--- src/rtl/video_cmd_sched.sv ---
// Sprite/font register-write scheduler: queues execute-stage writes and replays them
// to the video unit only inside blanking windows. Optional: VIDEO_CMD_COALESCE_EN.
module video_cmd_sched #(
    parameter int DEPTH = 8,
    parameter int AW    = 3
) (
    input  logic          clk,
    input  logic          reset,
    input  logic          sp_we,
    input  logic [4:0]    sp_sel,
    input  logic [9:0]    sp_x,
    input  logic [8:0]    sp_y,
    input  logic [2:0]    sp_flags,
    input  logic          ft_we,
    input  logic [10:0]   ft_addr,
    input  logic [3:0]    ft_data,
    input  logic          vblank,
    input  logic          hblank,
    output logic          stall,
    output logic          out_valid,
    input  logic          out_ready,
    output logic          out_is_font,
    output logic [4:0]    out_sp_sel,
    output logic [9:0]    out_x,
    output logic [8:0]    out_y,
    output logic [2:0]    out_flags,
    output logic [10:0]   out_ft_addr,
    output logic [3:0]    out_ft_data,
    output logic [AW:0]   sp_count,
    output logic [AW:0]   ft_count,
    output logic          late
);
    localparam logic [AW:0] FULL = (AW+1)'(DEPTH);

    typedef enum logic {RR_SPRITE = 1'b0, RR_FONT = 1'b1} rr_t;

    // Sprite entry {sel, x, y, flags}; font entry {addr, data}.
    logic [26:0]   sp_mem [DEPTH];
    logic [14:0]   ft_mem [DEPTH];

    logic [AW-1:0] sp_head_reg, sp_tail_reg, ft_head_reg, ft_tail_reg;
    logic [AW:0]   sp_count_reg, ft_count_reg;
    rr_t           rr_reg, rr_next;
    logic          vblank_reg, late_reg;

    logic          sp_full, ft_full, sp_elig, ft_elig, free;
    logic          grant_sp, grant_ft;
    logic          sp_push, ft_push, sp_coal;
    logic [AW-1:0] sp_wr_idx;
    logic [26:0]   sp_entry, sp_head_entry;
    logic [14:0]   ft_entry, ft_head_entry;

    assign sp_entry      = {sp_sel, sp_x, sp_y, sp_flags};
    assign ft_entry      = {ft_addr, ft_data};
    assign sp_head_entry = sp_mem[sp_head_reg];
    assign ft_head_entry = ft_mem[ft_head_reg];

    assign sp_full = (sp_count_reg == FULL);
    assign ft_full = (ft_count_reg == FULL);
    assign sp_elig = vblank & (sp_count_reg != '0);
    assign ft_elig = (vblank | hblank) & (ft_count_reg != '0);
    assign free    = ~out_valid | out_ready;

    always_comb begin
        grant_sp = 1'b0;
        grant_ft = 1'b0;
        rr_next  = rr_reg;
        if (free) begin
            if (sp_elig && (!ft_elig || rr_reg == RR_SPRITE)) begin
                grant_sp = 1'b1;
                rr_next  = RR_FONT;
            end else if (ft_elig) begin
                grant_ft = 1'b1;
                rr_next  = RR_SPRITE;
            end
        end
    end

`ifdef VIDEO_CMD_COALESCE_EN
    logic [AW-1:0] sp_last;
    logic [4:0]    sp_last_sel;
    assign sp_last     = sp_tail_reg - 1'b1;
    assign sp_last_sel = sp_mem[sp_last][26:22];
    // The newest entry is only being popped when it is also the head (single entry).
    assign sp_coal   = sp_we && (sp_count_reg != '0) && (sp_last_sel == sp_sel) &&
                       !(grant_sp && sp_count_reg == (AW+1)'(1));
    assign sp_wr_idx = sp_coal ? sp_last : sp_tail_reg;
`else
    assign sp_coal   = 1'b0;
    assign sp_wr_idx = sp_tail_reg;
`endif

    assign sp_push = sp_we & ~sp_full & ~sp_coal;
    assign ft_push = ft_we & ~ft_full;
    assign stall   = (sp_we & sp_full & ~sp_coal) | (ft_we & ft_full);

    always_ff @(posedge clk) begin
        if (sp_push || sp_coal)
            sp_mem[sp_wr_idx] <= sp_entry;
        if (ft_push)
            ft_mem[ft_tail_reg] <= ft_entry;
    end

    always_ff @(posedge clk or negedge reset) begin
        if (!reset) begin
            sp_head_reg  <= '0;
            sp_tail_reg  <= '0;
            ft_head_reg  <= '0;
            ft_tail_reg  <= '0;
            sp_count_reg <= '0;
            ft_count_reg <= '0;
        end else begin
            if (sp_push) sp_tail_reg <= sp_tail_reg + 1'b1;
            if (grant_sp) sp_head_reg <= sp_head_reg + 1'b1;
            if (ft_push) ft_tail_reg <= ft_tail_reg + 1'b1;
            if (grant_ft) ft_head_reg <= ft_head_reg + 1'b1;
            sp_count_reg <= sp_count_reg + (AW+1)'(sp_push) - (AW+1)'(grant_sp);
            ft_count_reg <= ft_count_reg + (AW+1)'(ft_push) - (AW+1)'(grant_ft);
        end
    end

    always_ff @(posedge clk or negedge reset) begin
        if (!reset) begin
            rr_reg <= RR_SPRITE;
        end else begin
            rr_reg <= rr_next;
        end
    end

    // Command register: only the launched kind's fields are reloaded; all hold under backpressure.
    always_ff @(posedge clk or negedge reset) begin
        if (!reset) begin
            out_valid   <= 1'b0;
            out_is_font <= 1'b0;
            out_sp_sel  <= '0;
            out_x       <= '0;
            out_y       <= '0;
            out_flags   <= '0;
            out_ft_addr <= '0;
            out_ft_data <= '0;
        end else if (grant_sp) begin
            out_valid   <= 1'b1;
            out_is_font <= 1'b0;
            out_sp_sel  <= sp_head_entry[26:22];
            out_x       <= sp_head_entry[21:12];
            out_y       <= sp_head_entry[11:3];
            out_flags   <= sp_head_entry[2:0];
        end else if (grant_ft) begin
            out_valid   <= 1'b1;
            out_is_font <= 1'b1;
            out_ft_addr <= ft_head_entry[14:4];
            out_ft_data <= ft_head_entry[3:0];
        end else if (out_ready) begin
            out_valid   <= 1'b0;
        end
    end

    always_ff @(posedge clk or negedge reset) begin
        if (!reset) begin
            vblank_reg <= 1'b0;
            late_reg   <= 1'b0;
        end else begin
            vblank_reg <= vblank;
            if (vblank_reg && !vblank && sp_count_reg != '0)
                late_reg <= 1'b1;
        end
    end

    assign sp_count = sp_count_reg;
    assign ft_count = ft_count_reg;
    assign late     = late_reg;
endmodule
--- config.mk ---
export PLATFORM = sky130hd
export DESIGN_NAME = video_cmd_sched
export DESIGN_NICKNAME = d
export VERILOG_FILES = /design/src/rtl/video_cmd_sched.sv
export SDC_FILE = /design/constraint.sdc
export NUM_CORES = 1
export LEC_CHECK = 0
export BUFFER_PORTS_ARGS = -buffer_cell sky130_fd_sc_hd__buf_4
export CAP_MARGIN = 0
export CORE_MARGIN = 2
export CORE_UTILIZATION = 45
export DETAILED_ROUTE_END_ITERATION = 16
export PLACE_DENSITY = 0.65
export SETUP_SLACK_MARGIN = 0.4
export SKIP_CTS_REPAIR_TIMING = 1
export SYNTH_ARGS = -nofsm -noshare
export SYNTH_HDL_FRONTEND = slang
export SYNTH_SLANG_ARGS = --single-unit
--- constraint.sdc ---
create_clock -name clk -period 4.5 [get_ports clk]
set_input_delay 0 -clock clk [delete_from_list [all_inputs] [get_ports clk]]
set_output_delay 0 -clock clk [all_outputs]
set_load 0.01 [all_outputs]
==> impl_metrics.tcl, run 1 <==
set metrics [dict create \
    largestRegisters "sp_mem x216, ft_mem x120, out_ft_addr x11" \
    crit_fanout 18 \
    via_per_inst 5.234 \
    seq_total_area_yosys_pct 75.62 \
    peakVddDrop_uv 381.8 \
    drcViolationCount 0 \
    final.setup.tns_ns 0 \
    worst_setup_hold_path_clk_slew_ns 0.06 \
    rows 68 \
    cp.required_ns 4.92 \
    critical_path.most_common_cell "sky130_fd_sc_hd__inv_1" \
    numCtsBuffers 43 \
    clock_skew_ns 0.02624 \
    core_area_mm2 0.03429 \
    finalHoldWorstSlack_ns -0.02097 \
    grt.met2_usage_pct 26.21 \
    floorplan.initialDensity_pct 45.38 \
    max_cap_violations 0 \
    tightest_pin_transition_ns 1.201 \
    status "finished, violations left" \
    finalInstanceArea_mm2 0.01877 \
    power.density_mw_per_mm2 626.5 \
    setup_viol_count_final 0 \
    power_frac_clock_pct 27.9 \
    cpLargestDelayFamily "adder cells" \
    number_of_global_route_vias_before_repair 7568 \
    hpwlAfterDp_um 16080 \
    cell_by_cell_listing_of_the_critical_path "inv_1, ha_1, or3b_2, nand2_1, o21ai_2, inv_1, ha_1, inv_1, ha_1, inv_1, fa_1, xnor2_1" \
    synth_warn 0 \
    wire_length_of_the_first_global_routing_pass_um 44500 \
    io_pins 103 \
    yosys.cell_types.count 36 \
    post_synth.cell_area_avg_um2 20.91 \
    num-nets-final 994 \
    largest_net_degree_at_the_start_of_global_routing 57 \
    power.switching_mw 3.354 \
    timing.critical_path.arrival_ns 3.71 \
    layout_min_cycle_time_ns 3.295 \
    syn_nets 811 \
    worstPathBufferInverterCount 4 \
    worstSetupEndpointType "flop" \
    grt_util_met3_pct 3.689 \
    final_hold_viol_count 4 \
    hold_class "primary input to flop" \
    violations "negative hold slack" \
    number_of_antenna_violations_at_the_first_check_in_global_routing 1 \
    nFillCells 2581 \
    numClockSinks 403 \
    slowest_delay_ns 0.92 \
    finalPower_mw 11.76 \
    largest_register_ff_count 216 \
    p_seq_share_pct 46.1 \
    worst-path-stages 12 \
    internal_power_mw 8.403 \
    die_h_um 190.0 \
    ctsRootBufferMaster "sky130_fd_sc_hd__clkbuf_16" \
    p_leak_nw 6.744 \
    timing_worst_setup_path_type "flop to flop" \
    relSlewSlack_pct 19.93 \
    net_switching_share_of_the_total_power_pct 28.53 \
    antenna_cells 0 \
    final_core_util_pct 54.73 \
    synth-seq-cells 403 \
    drv_slew 0 \
    setup_repair_after_global_routing_missed_its_margin "no" \
    fmax_ghz 0.3035 \
    cpMaxStageDelayCell "sky130_fd_sc_hd__o21ai_2" \
    cts_tree "done" \
    final_wirelength_um 29390 \
    cp-start-kind "flop" \
    longest_clk_path_bufs 3 \
    postSynthCellCount 744 \
    synth_area_mm2 0.01556 \
    layout_worst_path_cycle_share_pct 73.22 \
    areaGrowthSynthToFinish_pct 20.61 \
    dr.pass1.iters 4 \
    regMostFlops "sp_mem" \
    routabilityCongestion 0.7487 \
    htree_num_levels 2 \
    port_buffers 102 \
    die_area_mm2 0.03608 \
    dr.first_iter.drc_count 500 \
    r2r_cells 12 \
    placed_cell_area_mm2 0.01695 \
    wire_per_inst_um 20.76 \
    routed-via-count 7411 \
    all_layer_gr_usage_pct 16.42 \
    globalRouteMet1Util_pct 23.04 \
    clock_latency_at_the_later_pin_of_the_worst_skew_pair_ns 0.55 \
    min_path_cells 4 \
    combPwrFrac_pct 25.9 \
    chipWidth_um 190.0 \
    detail-route-antenna-nets 0 \
    drive_above_1_share_pct 29.86 \
    busiest_layer "met2" \
    grt-ovfl-total 0 \
]
## routing by layer
layer	wire [µm]	up-vias	share of wire [%]
met2	14160	155	48
met3	1297	41	4.4
met5	11	-	0.037
met4	431	2	1.5
li1	-	3358	-
met1	13490	3855	46
## final cells by class
| type | instances | area, µm² | share of cell area, % |
|---|---|---|---|
| Clock buffer | 62 | 1199 | 6.387 |
| Inverter | 18 | 67.56 | 0.3600 |
| Multi-Input combinational cell | 293 | 3626 | 19.32 |
| Tap cell | 455 | 569.3 | 3.034 |
| Clock inverter | 17 | 128.9 | 0.6867 |
| Sequential cell | 403 | 11770 | 62.73 |
| Timing Repair Buffer | 168 | 1404 | 7.481 |
## final timing paths
path                        startpoint  slack, ns             end
setup / recovery           sp_count[2]       1.20     ft_count[2]
hold / removal                   sp_we      -0.02  sp_tail_reg[1]
setup reg to reg           sp_count[2]       1.20     ft_count[2]
hold reg to reg             vblank_reg       0.48            late
max in group asynchronous        reset       3.29  sp_head_reg[2]
min in group asynchronous        reset       0.49  out_ft_addr[1]
## synthesized netlist by cell type
cell	n	share of area, %
sky130_fd_sc_hd__dfrtp_1	67	11
sky130_fd_sc_hd__buf_6	4	0.29
sky130_fd_sc_hd__o21ai_2	1	0.056
sky130_fd_sc_hd__nor3b_1	1	0.048
sky130_fd_sc_hd__mux4_1	30	5.1
sky130_fd_sc_hd__mux2i_1	27	1.7
sky130_fd_sc_hd__xnor2_1	7	0.39
sky130_fd_sc_hd__o2111ai_1	1	0.056
sky130_fd_sc_hd__buf_1	4	0.096
sky130_fd_sc_hd__a21o_1	2	0.096
sky130_fd_sc_hd__a21boi_0	2	0.096
sky130_fd_sc_hd__edfxtp_1	336	65
sky130_fd_sc_hd__nor3_2	1	0.064
sky130_fd_sc_hd__nor2_1	17	0.41
sky130_fd_sc_hd__o211ai_1	2	0.096
sky130_fd_sc_hd__clkbuf_2	1	0.032
sky130_fd_sc_hd__nor3_1	4	0.13
sky130_fd_sc_hd__nand3_1	2	0.064
sky130_fd_sc_hd__inv_1	18	0.43
sky130_fd_sc_hd__nand4_1	1	0.040
sky130_fd_sc_hd__nand2_1	49	1.2
sky130_fd_sc_hd__xor2_1	3	0.17
sky130_fd_sc_hd__mux2_2	23	1.7
sky130_fd_sc_hd__nor2b_1	1	0.040
sky130_fd_sc_hd__fa_1	2	0.26
sky130_fd_sc_hd__a21oi_1	2	0.064
sky130_fd_sc_hd__mux4_2	54	7.8
sky130_fd_sc_hd__a31o_2	1	0.056
sky130_fd_sc_hd__nand2b_1	7	0.28
sky130_fd_sc_hd__buf_4	2	0.096
sky130_fd_sc_hd__o21ai_0	28	0.90
sky130_fd_sc_hd__buf_2	9	0.29
sky130_fd_sc_hd__clkbuf_1	10	0.24
sky130_fd_sc_hd__mux2_4	8	0.77
sky130_fd_sc_hd__or3b_2	1	0.056
sky130_fd_sc_hd__ha_1	16	1.3
## cell usage in the layout (no fill, tap or decap), types with 3 or more instances in the layout
cell type and count:
sky130_fd_sc_hd__dlygate4sd3_1 47, sky130_fd_sc_hd__clkinv_2 6, sky130_fd_sc_hd__xnor2_1 7, sky130_fd_sc_hd__nor3_2 5
sky130_fd_sc_hd__nand2b_1 7, sky130_fd_sc_hd__clkbuf_16 44, sky130_fd_sc_hd__dfrtp_1 64, sky130_fd_sc_hd__nand2_1 49
sky130_fd_sc_hd__xor2_1 3, sky130_fd_sc_hd__edfxtp_1 336, sky130_fd_sc_hd__mux2_2 23, sky130_fd_sc_hd__clkbuf_1 15
sky130_fd_sc_hd__mux4_1 30, sky130_fd_sc_hd__mux4_2 54, sky130_fd_sc_hd__mux2_4 8, sky130_fd_sc_hd__ha_1 16
sky130_fd_sc_hd__clkinv_1 5, sky130_fd_sc_hd__mux2i_1 27, sky130_fd_sc_hd__buf_4 119, sky130_fd_sc_hd__inv_1 18
sky130_fd_sc_hd__nor2_1 7, sky130_fd_sc_hd__clkbuf_8 3, sky130_fd_sc_hd__o21ai_0 28, sky130_fd_sc_hd__nor2_2 10
## logic make-up (layout without fill, tap and decap cells)
group	after synthesis	after routing	share of synthesized area [%]
simple gates	84	84	2.316
compound gates	39	39	1.423
fa+ha+maj	18	18	1.544
buf+inv	48	265	1.479
mux	142	142	17.06
flops	403	403	75.62
xor+xnor	10	10	0.5629
## stage by stage
stage	cells	worst slack (ns)	hold WS, ns
global route	1416	0.8943	0.01306
floorplan	744	0.9688	-0.2956
finish	1416	1.205	-0.02097
detailed placement	1289	1.179	-0.05249
global placement	1289	1.275	-0.05841
CTS	1368	1.153	-0.6349
## power groups by stage
stage                     sequential [mW]  combinational [mW]  clock (mW)
after floorplan                      5.22                2.19           0
final                                5.43                3.05        3.28
after global routing                 5.52                3.34        3.51
after CTS                            5.45                3.08        3.37
after global placement               5.48                3.04           0
after detailed placement             5.51                3.07           0
## worst register-to-register path: stages, from the launching register on
cell	delay (ns)
sky130_fd_sc_hd__dfrtp_1	0.35
sky130_fd_sc_hd__inv_1	0.08
sky130_fd_sc_hd__ha_1	0.20
sky130_fd_sc_hd__or3b_2	0.25
sky130_fd_sc_hd__nand2_1	0.12
sky130_fd_sc_hd__o21ai_2	0.92
sky130_fd_sc_hd__inv_1	0.12
sky130_fd_sc_hd__ha_1	0.33
sky130_fd_sc_hd__inv_1	0.05
sky130_fd_sc_hd__ha_1	0.16
sky130_fd_sc_hd__inv_1	0.06
sky130_fd_sc_hd__fa_1	0.40
sky130_fd_sc_hd__xnor2_1	0.14
Power figures use the tool's default switching activity.
==> run 2: changes to the inputs <==
--- a/config.mk
+++ b/config.mk
@@ -10,7 +10,7 @@
 export CORE_MARGIN = 2
 export CORE_UTILIZATION = 45
 export DETAILED_ROUTE_END_ITERATION = 16
-export PLACE_DENSITY = 0.65
+export PLACE_DENSITY = 0.68
 export SETUP_SLACK_MARGIN = 0.4
 export SKIP_CTS_REPAIR_TIMING = 1
 export SYNTH_ARGS = -nofsm -noshare
==> constraint.sdc (replaced) <==
create_clock -name clk -period 2.85 [get_ports clk]
set_input_delay 0 -clock clk [delete_from_list [all_inputs] [get_ports clk]]
set_output_delay 0 -clock clk [all_outputs]
set_load 0.01 [all_outputs]
==> run 2 against run 1 <==
The flow now finishes without violations. Sequential power is 54% higher. Total power is 63% higher. Sequential share of layout area is 1.2 points lower.
==> impl_metrics.tcl, run 2 (same netlist as run 1, synthesis figures left out) <==
set metrics [dict create \
    critPathCapture "ft_count[1]" \
    critical_path.startpoint "sp_count[2]" \
    finalPower_mw 19.11 \
    floorplan.initialDensity_pct 45.38 \
    largestRegisters "sp_mem x216, ft_mem x120, out_ft_addr x11" \
    p_leak_nw 6.926 \
    numClockSinks 403 \
    most-common-layout-cells "336 x sky130_fd_sc_hd__edfxtp_1, 137 x sky130_fd_sc_hd__buf_4, 64 x sky130_fd_sc_hd__dfrtp_1" \
    drive_above_1_share_pct 32.79 \
    rows 68 \
    detail-route-antenna-nets 0 \
    wire_per_inst_um 20.78 \
    layout_worst_path_cycle_share_pct 82.80 \
    hold_class "primary input to asynchronous set/reset pin" \
    p_seq_share_pct 43.7 \
    htree_num_levels 2 \
    ctsRootBufferMaster "sky130_fd_sc_hd__clkbuf_16" \
    layout_min_cycle_time_ns 2.360 \
    routed-via-count 7534 \
    wire_length_of_the_first_global_routing_pass_um 46040 \
    combPwrFrac_pct 27.8 \
    crit-reg2reg-launch "sp_count[2]" \
    cell_by_cell_listing_of_the_critical_path "inv_2, ha_1, or3b_4, nand2_4, o21ai_4, inv_2, ha_4, inv_1, ha_2, inv_2, fa_2, inv_1" \
    drv_slew 0 \
    cp.required_ns 3.27 \
    die_h_um 190.0 \
    layout.cells.most_common "sky130_fd_sc_hd__edfxtp_1" \
    worstSetupEndpointType "flop" \
    final_wirelength_um 29910 \
    relSlewSlack_pct 42.42 \
    crit_fanout 4 \
    numCtsBuffers 42 \
    number_of_global_route_vias_before_repair 7800 \
    drcViolationCount 0 \
    hpwlAfterDp_um 17280 \
    nFillCells 2575 \
    routabilityCongestion 0.7307 \
    cp-start-kind "flop" \
    r2r_cells 12 \
    net_switching_share_of_the_total_power_pct 28.03 \
    setup_viol_count_final 0 \
    timing.critical_path.arrival_ns 2.78 \
    final.setup.tns_ns 0 \
    clock_skew_ns 0.01873 \
    fmax_ghz 0.4238 \
    critical_path.reg2reg.endpoint "ft_count[1]" \
    worst_setup_hold_path_clk_slew_ns 0.06 \
    grt-ovfl-total 0 \
    max_cap_violations 0 \
    final_hold_viol_count 0 \
    slowest_delay_ns 0.51 \
    power_frac_clock_pct 28.5 \
    regMostFlops "sp_mem" \
    peakVddDrop_uv 641.8 \
    status "completed" \
    largest_net_degree_at_the_start_of_global_routing 57 \
    chipWidth_um 190.0 \
    port_buffers 102 \
    num-nets-final 1015 \
    dr.first_iter.drc_count 417 \
    io_pins 103 \
    largest_register_ff_count 216 \
    internal_power_mw 13.75 \
    core_area_mm2 0.03429 \
    cpLargestDelayFamily "adder cells" \
    all_layer_gr_usage_pct 16.92 \
    longest_clk_path_bufs 3 \
    dr.pass1.iters 5 \
    critical_path.most_common_cell "sky130_fd_sc_hd__inv_2" \
    cts_tree "done" \
    setup_repair_after_global_routing_missed_its_margin "no" \
    tightest_pin_transition_ns 0.8638 \
    clock_latency_at_the_later_pin_of_the_worst_skew_pair_ns 0.54 \
    die_area_mm2 0.03608 \
    timing_worst_setup_path_type "flop to flop" \
    number_of_antenna_violations_at_the_first_check_in_global_routing 2 \
    worst-path-stages 12 \
    areaGrowthSynthToFinish_pct 22.99 \
    power.switching_mw 5.356 \
    power.density_mw_per_mm2 998.6 \
    cpMaxStageDelayCell "sky130_fd_sc_hd__fa_2" \
    via_per_inst 5.236 \
    worstPathBufferInverterCount 5 \
    ff2ff_setup_slack_ns 0.49 \
]
-- run 2: cell count changes in the layout (fill, tap and decap cells not counted), sizes merged --
cell / before / now
buf: 121 / 143
bufinv: 1 / 4
clkbuf: 62 / 60
diode: 0 / 2
inv: 20 / 18
clkinv: 13 / 14
clkinvlp: 1 / 0
-- run 2: metal layers --
| layer | GRT usage [%] | vias up | share of wire (%) |
|---|---|---|---|
| met5 | 0 | - | 0 |
| li1 | - | 3406 | - |
| met2 | 28.44 | 177 | 50 |
| met4 | 4.502 | 0 | 1.7 |
| met1 | 22.88 | 3910 | 44 |
| met3 | 3.191 | 41 | 4.6 |
-- run 2: final cells by class --
type | instances | area, µm² | share of cell area [%]
Tap cell | 455 | 569.3 | 2.975
Sequential cell | 403 | 11770 | 61.52
Inverter | 18 | 67.56 | 0.3531
Clock inverter | 18 | 210.2 | 1.098
Antenna cell | 2 | 5.005 | 0.02615
Timing Repair Buffer | 190 | 1619 | 8.460
Clock buffer | 60 | 1200 | 6.270
Multi-Input combinational cell | 293 | 3694 | 19.30
-- run 2: power by group through the flow --
stage | logic (mW) | clock network, mW | registers [mW]
after floorplan | 3.51 | 0 | 8.26
after global placement | 5.28 | 0 | 8.42
after detailed placement | 5.34 | 0 | 8.47
after CTS | 5.37 | 5.58 | 8.36
after global routing | 5.83 | 5.83 | 8.47
final | 5.32 | 5.45 | 8.35
-- run 2: how the worst min path moves through the flow --
stage | endpoint | slack (ns) | depth (start not counted)
after global routing | sp_tail_reg[1] | 0.08 | 5
after floorplan | ft_count[0] | -0.30 | 0
after CTS | out_ft_data[2] | -0.47 | 1
after detailed placement | out_ft_data[2] | 0.10 | 1
final | out_ft_data[2] | 0.05 | 2
after global placement | out_ft_data[2] | 0.09 | 1
-- run 2: stage by stage --
step	worst slack, ns	util, %	cell area [µm²]	hold WS (ns)	instances
floorplan	0.05433	-	15640	-0.2956	744
global placement	0.4550	50.20	17210	0.08786	1309
detailed placement	0.4132	50.20	17210	0.1035	1309
CTS	0.3936	54.31	18620	-0.4672	1387
global route	0.4015	55.81	19140	0.07919	1439
finish	0.4902	55.81	19140	0.05265	1439
==> run 3: changes to the inputs <==
--- a/config.mk
+++ b/config.mk
@@ -10,7 +10,7 @@
 export CORE_MARGIN = 2
 export CORE_UTILIZATION = 45
 export DETAILED_ROUTE_END_ITERATION = 16
-export PLACE_DENSITY = 0.68
+export PLACE_DENSITY = 0.65
 export SETUP_SLACK_MARGIN = 0.4
 export SKIP_CTS_REPAIR_TIMING = 1
 export SYNTH_ARGS = -nofsm -noshare
==> constraint.sdc (replaced) <==
create_clock -name clk -period 2.2 [get_ports clk]
set_input_delay 0 -clock clk [delete_from_list [all_inputs] [get_ports clk]]
set_output_delay 0 -clock clk [all_outputs]
set_load 0.01 [all_outputs]
==> run 3 against run 2 <==
The flow now finishes with violations (negative setup slack). Maximum frequency increased by 3.6%. Final cell count increased by 2.2%. Register-to-register slack got worse by 0.57 ns. Via count increased by 2.1%. Critical path depth unchanged. Critical endpoint unchanged. Largest cell class unchanged. Largest power group unchanged. Highest routed layer is now met5.
==> impl_metrics.tcl, run 3 (same netlist as run 1, synthesis figures left out) <==
set metrics [dict create \
    status "finished, violations left" \
    violations "negative setup slack" \
    longest_clk_path_bufs 3 \
    most-common-layout-cells "336 x sky130_fd_sc_hd__edfxtp_1, 135 x sky130_fd_sc_hd__buf_4, 63 x sky130_fd_sc_hd__dfrtp_1" \
    crit_fanout 3 \
    largestRegisters "sp_mem x216, ft_mem x120, out_ft_addr x11" \
    detail-route-antenna-nets 0 \
    clock_latency_at_the_later_pin_of_the_worst_skew_pair_ns 0.54 \
    htree_num_levels 2 \
    placement.setup.worst_slack_ns -0.07873 \
    areaGrowthSynthToFinish_pct 28.52 \
    io_pins 103 \
    post-route-worst-setup-slack_ns -0.07720 \
    port_buffers 102 \
    tightest_pin_transition_ns 0.5883 \
    power.density_mw_per_mm2 1294 \
    core_area_mm2 0.03429 \
    die_area_mm2 0.03608 \
    r2r_cells 12 \
    area_taken_by_flip_flops_and_latches_mm2 0.01177 \
    num-nets-final 1051 \
    layout.cells.most_common "sky130_fd_sc_hd__edfxtp_1" \
    grt-ovfl-total 0 \
    drcViolationCount 0 \
    routed-via-count 7692 \
    worstSetupEndpointType "flop" \
    chipWidth_um 190.0 \
    number_of_global_route_vias_before_repair 7755 \
    min_path_cells 5 \
    wire_length_of_the_first_global_routing_pass_um 46310 \
    dr.pass1.iters 5 \
    number_of_antenna_violations_at_the_first_check_in_global_routing 2 \
    setup_viol_count_final 5 \
    layout_min_cycle_time_ns 2.277 \
    p_leak_nw 7.208 \
    numClockSinks 403 \
    largest_net_degree_at_the_start_of_global_routing 57 \
    all_layer_gr_usage_pct 17.14 \
    layout_worst_path_cycle_share_pct 103.5 \
    cp-start-kind "flop" \
    multi_input_gate_area_in_the_final_layout_mm2 0.003940 \
    largest_register_ff_count 216 \
    dr.first_iter.drc_count 430 \
    final_core_util_pct 58.32 \
    setup_repair_after_global_routing_missed_its_margin "yes" \
    floorplan.initialDensity_pct 45.38 \
    regMostFlops "sp_mem" \
    die_h_um 190.0 \
    peakVddDrop_uv 737.0 \
    drv_slew 0 \
    max_cap_violations 0 \
    timing_worst_setup_path_type "flop to flop" \
    cp.required_ns 2.62 \
    via_per_inst 5.229 \
    timing.critical_path.arrival_ns 2.70 \
    clock_skew_ns 0.01872 \
    drive_above_1_share_pct 37.14 \
    final_hold_viol_count 0 \
    fmax_ghz 0.4391 \
    final_wirelength_um 31670 \
    routabilityCongestion 0.6934 \
    worst_setup_hold_path_clk_slew_ns 0.06 \
    cts_tree "done" \
    rows 68 \
    nFillCells 2559 \
    wire_per_inst_um 21.53 \
    ctsRootBufferMaster "sky130_fd_sc_hd__clkbuf_16" \
    relSlewSlack_pct 60.78 \
    numCtsBuffers 42 \
    hpwlAfterDp_um 17320 \
    hold_class "primary input to flop" \
]
==> run 3: changes by cell type in the layout (fill, tap and decap cells not counted), sizes merged <==
cell	change
clkinv	-2
diode	-1
clkbuf	+3
buf	+30
inv	+2
==> run 3: path summary, 6_finish.rpt <==
check | start | endpoint | slack [ns]
max in group asynchronous | reset | sp_head_reg[2] | 1.49
worst max register to register | sp_count[3] | ft_count[1] | -0.08
worst max-delay path | sp_count[3] | ft_count[1] | -0.08
worst min-delay path | ft_we | ft_tail_reg[1] | 0.004
min in group asynchronous | reset | out_y[1] | 0.02
worst min register to register | ft_head_reg[2] | ft_head_reg[2] | 0.48
==> run 3: per-stage QoR <==
step                      power (mW)  cells   TNS, ns  instance area, µm²  hold WS [ns]
after floorplan                15.46    744    -1.069               15820       -0.2956
after global placement         18.33   1322  -0.04451               17670       0.03233
after detailed placement       18.49   1322   -0.1717               17670       0.04062
after CTS                      25.47   1397   -0.2294               19020       -0.5260
after global routing           27.21   1471   -0.6703               20000      0.004421
final                          25.88   1471   -0.1919               20000      0.003654
==> run 3: worst max-delay path: stages, from the launching register on <==
cell and delay [ns]:
sky130_fd_sc_hd__dfrtp_1 0.40, sky130_fd_sc_hd__inv_2 0.08, sky130_fd_sc_hd__ha_4 0.12, sky130_fd_sc_hd__or3b_4 0.41, sky130_fd_sc_hd__nand2_4 0.10, sky130_fd_sc_hd__o21ai_4 0.05
sky130_fd_sc_hd__inv_2 0.07, sky130_fd_sc_hd__ha_4 0.19, sky130_fd_sc_hd__inv_2 0.06, sky130_fd_sc_hd__ha_4 0.12, sky130_fd_sc_hd__inv_2 0.04, sky130_fd_sc_hd__fa_2 0.51
sky130_fd_sc_hd__inv_1 0.03
==> run 3: final cells by class <==
class / count / share of cell area (%)
Sequential cell: 403 / 58.88
Multi-Input combinational cell: 293 / 19.70
Timing Repair Buffer: 226 / 11.43
Clock buffer: 57 / 5.744
Tap cell: 455 / 2.847
Clock inverter: 18 / 1.026
Inverter: 18 / 0.3629
Antenna cell: 1 / 0.01251
==> run 3: power by group <==
part,total (mW),leakage (nW),internal [mW],switching (mW)
sequential,10.6,3.85,9.85,0.739
combinational,8.34,2.70,4.48,3.86
clock,6.95,0.662,4.14,2.81
total,25.9,7.21,18.5,7.41
==> run 3: metal layers <==
| layer | vias to the layer above | part of all wire, % | global-route usage [%] |
|---|---|---|---|
| met4 | 2 | 1.3 | 3.906 |
| met5 | - | 0.035 | 0 |
| met1 | 3998 | 42 | 22.74 |
| met2 | 191 | 52 | 29.21 |
| li1 | 3470 | - | - |
| met3 | 31 | 5.4 | 3.708 |
